File: src/rtl/vga_pkg.sv
// Shared types and default 640x480@60 timing constants for the VGA timing generator.
package vga_pkg;

   typedef enum logic [1:0] {
      PH_SYNC   = 2'd0,
      PH_BACK   = 2'd1,
      PH_ACTIVE = 2'd2,
      PH_FRONT  = 2'd3
   } phase_e;

   typedef enum logic {
      ST_IDLE = 1'b0,
      ST_RUN  = 1'b1
   } run_e;

   localparam int DEF_H_ACTIVE = 640;
   localparam int DEF_H_FP     = 16;
   localparam int DEF_H_SYNC   = 96;
   localparam int DEF_H_BP     = 48;
   localparam int DEF_V_ACTIVE = 480;
   localparam int DEF_V_FP     = 10;
   localparam int DEF_V_SYNC   = 2;
   localparam int DEF_V_BP     = 33;

   function automatic int region_total(input int active, input int fp, input int sync, input int bp);
      return active + fp + sync + bp;
   endfunction

endpackage

File: src/rtl/vga_axis_ctr.sv
// One timing axis: position counter plus SYNC/BACK/ACTIVE/FRONT phase FSM.
// Next-cycle values are exported so the parent can register outputs in step with the count.
module vga_axis_ctr
   import vga_pkg::*;
#(
   parameter int ACTIVE = DEF_H_ACTIVE,
   parameter int FP     = DEF_H_FP,
   parameter int SYNC   = DEF_H_SYNC,
   parameter int BP     = DEF_H_BP,
   parameter int CW     = 16
) (
   input  logic          clk,
   input  logic          reset,
   input  logic          i_adv,
   output logic [CW-1:0] o_count,
   output logic [CW-1:0] o_count_next,
   output phase_e        o_phase_next,
   output logic          o_wrap
);
   localparam int TOTAL = region_total(ACTIVE, FP, SYNC, BP);
   localparam logic [CW-1:0] END_SYNC   = CW'(SYNC - 1);
   localparam logic [CW-1:0] END_BACK   = CW'(SYNC + BP - 1);
   localparam logic [CW-1:0] END_ACTIVE = CW'(SYNC + BP + ACTIVE - 1);
   localparam logic [CW-1:0] END_FRONT  = CW'(TOTAL - 1);

   if (ACTIVE < 1 || FP < 1 || SYNC < 1 || BP < 1 || (TOTAL >> CW) != 0) begin : g_bad_params
      $error("vga_axis_ctr: every region must be >= 1 and the total must fit in CW bits");
   end

   logic [CW-1:0] r_count, w_count_next;
   phase_e        r_phase, w_phase_next;
   logic          w_wrap;

   always_ff @(posedge clk or negedge reset) begin
      if (!reset) begin
         r_count <= '0;
         r_phase <= PH_SYNC;
      end else begin
         r_count <= w_count_next;
         r_phase <= w_phase_next;
      end
   end

   always_comb begin
      w_count_next = r_count;
      w_phase_next = r_phase;
      if (i_adv) begin
         w_count_next = w_wrap ? '0 : r_count + 1'b1;
         case (r_phase)
            PH_SYNC:   if (r_count == END_SYNC)   w_phase_next = PH_BACK;
            PH_BACK:   if (r_count == END_BACK)   w_phase_next = PH_ACTIVE;
            PH_ACTIVE: if (r_count == END_ACTIVE) w_phase_next = PH_FRONT;
            PH_FRONT:  if (w_wrap)                w_phase_next = PH_SYNC;
            default:                              w_phase_next = PH_SYNC;
         endcase
      end
   end

   always_comb begin
      w_wrap       = (r_count == END_FRONT);
      o_wrap       = w_wrap;
      o_count      = r_count;
      o_count_next = w_count_next;
      o_phase_next = w_phase_next;
   end

endmodule

File: src/rtl/vga_timing_gen.sv
// VGA sync/blanking generator: pixel prescaler, idle/run control and two axis counters.
// Every output is registered from next-cycle values so nothing lags hCount/vCount.
module vga_timing_gen
   import vga_pkg::*;
#(
   parameter int   H_ACTIVE = DEF_H_ACTIVE,
   parameter int   H_FP     = DEF_H_FP,
   parameter int   H_SYNC   = DEF_H_SYNC,
   parameter int   H_BP     = DEF_H_BP,
   parameter int   V_ACTIVE = DEF_V_ACTIVE,
   parameter int   V_FP     = DEF_V_FP,
   parameter int   V_SYNC   = DEF_V_SYNC,
   parameter int   V_BP     = DEF_V_BP,
   parameter logic H_POL    = 1'b0,
   parameter logic V_POL    = 1'b0,
   parameter int   CLK_DIV  = 2,
   parameter int   CW       = 16
) (
   input  logic          clk,
   input  logic          reset,
   input  logic          enable,
   output logic          hSync,
   output logic          vSync,
   output logic          bright,
   output logic [CW-1:0] hCount,
   output logic [CW-1:0] vCount,
   output logic [CW-1:0] pixelX,
   output logic [CW-1:0] pixelY,
   output logic          pixTick,
   output logic          lineStart,
   output logic          frameStart
);
   localparam int PW = (CLK_DIV > 1) ? $clog2(CLK_DIV) : 1;
   localparam logic [PW-1:0] PRE_LAST = PW'(CLK_DIV - 1);
   localparam logic [CW-1:0] X_OFF    = CW'(H_SYNC + H_BP);
   localparam logic [CW-1:0] Y_OFF    = CW'(V_SYNC + V_BP);

   if (CLK_DIV < 1) begin : g_bad_div
      $error("vga_timing_gen: CLK_DIV must be at least 1");
   end

   run_e          r_state, w_state_next;
   logic [PW-1:0] r_presc, w_presc_next;
   logic          r_live, w_live_next;
   logic          w_tick, w_start, w_adv_h, w_adv_v, w_stop, w_bright_next;
   logic          w_hwrap, w_vwrap;
   logic [CW-1:0] w_hc_next, w_vc_next;
   phase_e        w_hph_next, w_vph_next;

   vga_axis_ctr #(.ACTIVE(H_ACTIVE), .FP(H_FP), .SYNC(H_SYNC), .BP(H_BP), .CW(CW)) u_h_axis (
      .clk(clk), .reset(reset), .i_adv(w_adv_h),
      .o_count(hCount), .o_count_next(w_hc_next), .o_phase_next(w_hph_next), .o_wrap(w_hwrap)
   );

   vga_axis_ctr #(.ACTIVE(V_ACTIVE), .FP(V_FP), .SYNC(V_SYNC), .BP(V_BP), .CW(CW)) u_v_axis (
      .clk(clk), .reset(reset), .i_adv(w_adv_v),
      .o_count(vCount), .o_count_next(w_vc_next), .o_phase_next(w_vph_next), .o_wrap(w_vwrap)
   );

   always_ff @(posedge clk or negedge reset) begin
      if (!reset) r_state <= ST_IDLE;
      else        r_state <= w_state_next;
   end

   always_comb begin
      w_state_next = r_state;
      case (r_state)
         ST_IDLE: if (enable) w_state_next = ST_RUN;
         ST_RUN:  if (w_stop) w_state_next = ST_IDLE;
         default:             w_state_next = ST_IDLE;
      endcase
   end

   // The first tick after entering RUN starts the frame at (0,0) instead of advancing.
   always_comb begin
      w_tick        = (r_presc == PRE_LAST);
      w_start       = w_tick && (r_state == ST_RUN) && !r_live;
      w_adv_h       = w_tick && (r_state == ST_RUN) && r_live;
      w_adv_v       = w_adv_h && w_hwrap;
      w_stop        = w_adv_v && w_vwrap && !enable;
      w_presc_next  = (w_state_next == ST_RUN) ? (w_tick ? '0 : r_presc + 1'b1) : '0;
      w_live_next   = (w_state_next == ST_RUN) && (r_live || w_start);
      w_bright_next = w_live_next && (w_hph_next == PH_ACTIVE) && (w_vph_next == PH_ACTIVE);
   end

   always_ff @(posedge clk or negedge reset) begin
      if (!reset) begin
         r_presc    <= '0;
         r_live     <= 1'b0;
         hSync      <= ~H_POL;
         vSync      <= ~V_POL;
         bright     <= 1'b0;
         pixelX     <= '0;
         pixelY     <= '0;
         pixTick    <= 1'b0;
         lineStart  <= 1'b0;
         frameStart <= 1'b0;
      end else begin
         r_presc    <= w_presc_next;
         r_live     <= w_live_next;
         hSync      <= (w_live_next && w_hph_next == PH_SYNC) ? H_POL : ~H_POL;
         vSync      <= (w_live_next && w_vph_next == PH_SYNC) ? V_POL : ~V_POL;
         bright     <= w_bright_next;
         pixelX     <= w_bright_next ? w_hc_next - X_OFF : '0;
         pixelY     <= w_bright_next ? w_vc_next - Y_OFF : '0;
         pixTick    <= w_tick && (r_state == ST_RUN) && (w_state_next == ST_RUN);
         lineStart  <= w_start || (w_adv_h && w_hwrap && !w_stop);
         frameStart <= w_start || (w_adv_v && w_vwrap && !w_stop);
      end
   end

endmodule

File: config.mk
export PLATFORM = sky130hd
export DESIGN_NAME = vga_timing_gen
export DESIGN_NICKNAME = d
export VERILOG_FILES = /design/src/rtl/vga_pkg.sv /design/src/rtl/vga_axis_ctr.sv /design/src/rtl/vga_timing_gen.sv
export SDC_FILE = /design/constraint.sdc
export NUM_CORES = 1
export LEC_CHECK = 0
export ABC_AREA = 1
export CAP_MARGIN = 40
export CORE_AREA = 3 3 78 135
export DETAILED_ROUTE_END_ITERATION = 12
export DIE_AREA = 0 0 81 138
export GPL_TIMING_DRIVEN = 0
export PLACE_DENSITY = 0.75
export SLEW_MARGIN = 40
export SYNTH_ARGS = -nofsm -noshare
export SYNTH_HDL_FRONTEND = slang
export SYNTH_SLANG_ARGS = --single-unit
File: constraint.sdc
create_clock -name clk -period 2 [get_ports clk]
set_input_delay 0.2 -clock clk [delete_from_list [all_inputs] [get_ports clk]]
set_output_delay 0.2 -clock clk [all_outputs]
set_load 0.01 [all_outputs]
==> flow_summary.yaml <==
synth:
  synth.distinct_cells: 38
  synthFlopType: "dfrtp_1"
  syn_nets: 623
  synth_area_leader_cell: "dfrtp_1"
  syn_avg_cell_area_um2: 7.53
  ys_ff_latch: 77
  yosys-top-cells-count: "nand2_1, nor2_1, dfrtp_1, inv_1, nand3_1"
  async_flop_share_pct: 100
  syn_area_um2: 4620
  synth-edff-count: 0
  synthCells: 613
  ys_warn_count: 0
  synthDominantCellAreaShare_pct: 40.7
  yosysSeqAreaShare_pct: 41.8
  synth_most_common_cell: "nand2_1"
  netlist_top_cells_area: "dfrtp_1, nand2_1, nor2_1"
final_layout:
  finish.net_count: 796
  fillerInstances: 641
  design_area_um2: 7240
  num_antenna_cells: 0
  layout-drive-gt1-share_pct: 39.7
  syn_to_final_growth_pct: 56.9
global_route:
  grt_pass1_vias: 5033
  grt_use_total_pct: 28.4
  gr-total-overflow: 0
  grtUsageMet3_pct: 4.43
  antenna_found_initial: 0
  grt_max_degree: 42
  met1_usage_pct: 29.8
  busiest_layer: "met2"
  grt_pass1_wl_um: 24500
  use_met2_pct: 49.8
critical_path:
  rr_startpoint: "u_v_axis.o_count[14]"
  cp_slowest_cell: "dfrtp_1"
  critical_path.max_stage_delay_ns: 0.45
  crit_type: "reg2reg"
  r2r_slack_ns: -0.29
  cp_max_fo: 6
  rr_worst_depth: 12
  start_kind: "register"
  crit_path_end_kind: "register"
  reg2reg_to: "pixelX[8]"
  crit_top_cell: "nand2_2"
  cp.arrival_ns: 2.55
  critPathLaunch: "u_v_axis.o_count[14]"
  cp_top_family: "simple AND/OR/NAND/NOR gates"
  cp_data_required_time_ns: 2.26
  worstPathCellList: "nor2_1 > nand2_2 > nor2_4 > nand2_2 > o21ai_4 > nand4_1 > o21ai_2 > nand2_4 > nor2_8 > inv_8 > buf_6 > a21oi_1"
  worst-path-buf-inv: 2
clock_tree:
  clock-sinks: 77
  clk-insertion-delay-late_ns: 0.34
  clk_path_buf_depth: 2
  cts_root_buffer: "clkbuf_16"
  cts_buffers: 9
  htreeDepth: 3
  cts_tree: "built"
  clkTransAtPathRegs_ns: 0.06
timing:
  hold_viol_final: 0
  relSlewSlack_pct: 74.3
  setup_viol: 33
  worstMarginPinSlew_ns: 0.384
  fmax_mhz: 436
  layout_setup_ws_ns: -0.294
  grt_setup_unrepaired: "true"
  slew_viol_final: 0
  period_minus_slack_ns: 2.29
  fin_worst_skew_ns: 0.00429
  period_share_pct: 115
drt:
  wl_um: 17000
  drtIter0Drc: 519
  viasPerCell: 5.60
  final_antenna_net_count: 0
  drt_pre_antenna_iters: 5
  wl_per_cell_um: 18.6
  vias: 5114
  drc: 0
power_and_ir_drop:
  irDropWorstVdd_v: 0.000476
  p_total_mw: 4.22
  p_leak_nw: 3.43
  cellPowerDensity_nw_per_um2: 582
placement:
  placedInstanceArea_um2: 5610
  globalplace.congestion: 0.976
  portBuffers: 72
  place_hpwl_um: 9540
run:
  drv_cap: 0
die:
  die_w_um: 81
  fp.dieH_um: 138
  io_pins: 73
  initial_utilization_pct: 48.5
  num_rows: 47
  design.die.area_um2: 11200
  core_um2: 9530
outcome:
  status: "finished, violations left"
  violations: "setup timing"
worst_hold_path:
  hp-class: "in2async"
-- layout make-up --
class / instances / area (um2) / share of cell area (%)
Clock inverter: 7 / 50.0 / 0.691
Inverter: 74 / 285 / 3.94
Multi-Input combinational cell: 452 / 2930 / 40.5
Tap cell: 122 / 153 / 2.11
Clock buffer: 9 / 225 / 3.11
Buffer: 8 / 103 / 1.42
Timing Repair Buffer: 164 / 1540 / 21.2
Sequential cell: 77 / 1950 / 27.0
-- cells by family (layout without fill, tap and decap cells) --
kind of cell | count (synthesis) | after routing | synth area share, %
and+or+nand+nor | 389 | 390 | 40.2
buffers and inverters | 85 | 262 | 8.40
DFF | 77 | 77 | 41.8
AOI/OAI and AO/OA | 44 | 44 | 5.58
xor gates and xnor gates | 11 | 11 | 2.09
adders and majority gates | 7 | 7 | 1.90
-- how the worst max path moves through the flow --
stage	slack, ns	end	depth (start not counted)
CTS	-0.20	pixelX[4]	16
global route	-0.37	pixelY[13]	15
floorplan	-0.1	pixelY[14]	17
global placement	-2.24	u_h_axis.o_count[0]	1
detailed placement	-0.45	pixelY[6]	16
finish	-0.29	pixelX[8]	12
-- worst register-to-register path: cells and delay by family, from the launching register on --
| family | cells | cell delay (ns) |
|---|---|---|
| and+or+nand+nor | 7 | 1.03 |
| AOI/OAI and AO/OA | 3 | 0.50 |
| DFF | 1 | 0.45 |
| buffers and inverters | 2 | 0.22 |
-- layer usage --
layer / share of wire (%) / wire [um] / vias up
met4: 8.0 / 1350 / 0
met1: 33 / 5550 / 2443
li1: - / - / 2284
met5: 0 / 0 / -
met2: 54 / 9130 / 284
met3: 5.4 / 921 / 103
-- cells in the final DEF, fill, tap and decap left out, types with 20 or more instances in the layout --
cell             Yosys  routed
buf_4                0      70
buf_6                6      22
clkdlybuf4s50_1      0      71
dfrtp_1             75      55
dfrtp_2              0      20
inv_1               65      58
nand2_1            176     137
nand2_2             12      34
nand3_1             51      35
nand4_1             20      20
nor2_1              86      60
nor2_4              15      31
-- timing repair --
| action | CTS | global route |
|---|---|---|
| endpoints found under the hold margin | 34 | 0 |
| pin swaps | 40 | 45 |
| setup buffers | 54 | 37 |
| setup endpoints to repair | 33 | 34 |
| gates cloned | 3 | 0 |
| resized for setup | 111 | 83 |
| hold buffers | 1 | 0 |
-- metrics by stage --
step           std cells  setup TNS (ns)  setup WS (ns)  hold WS (ns)  utilization [%]
6_report             913           -7.71         -0.294         0.313             76.0
5_1_grt              913          -10.70         -0.374         0.357             76.0
4_1_cts              881           -4.10         -0.198         0.329             70.8
3_5_place_dp         808          -12.10         -0.450         0.122             58.9
3_3_place_gp         807         -160.24          -2.24         0.413             58.7
2_1_floorplan        613          -0.649        -0.0979       -0.0956                -
-- registers in the layout, summed over array words and instances (netlist names) --
register and flops:
pixelX 16, u_h_axis.o_count 16, pixTick 1, u_v_axis.o_count 16, hSync 1, bright 1, r_presc 1, frameStart 1
vSync 1, u_v_axis.r_phase 2, pixelY 16, r_state 1, u_h_axis.r_phase 2, lineStart 1, r_live 1
-- report_power, final --
part | switching, mW | leakage, nW | total [mW] | internal (mW)
combinational | 0.545 | 2.30 | 0.934 | 0.389
sequential | 0.111 | 1.01 | 1.74 | 1.63
clock | 0.699 | 0.128 | 1.54 | 0.842
total | 1.36 | 3.43 | 4.22 | 2.86
Power figures use the tool's default switching activity.
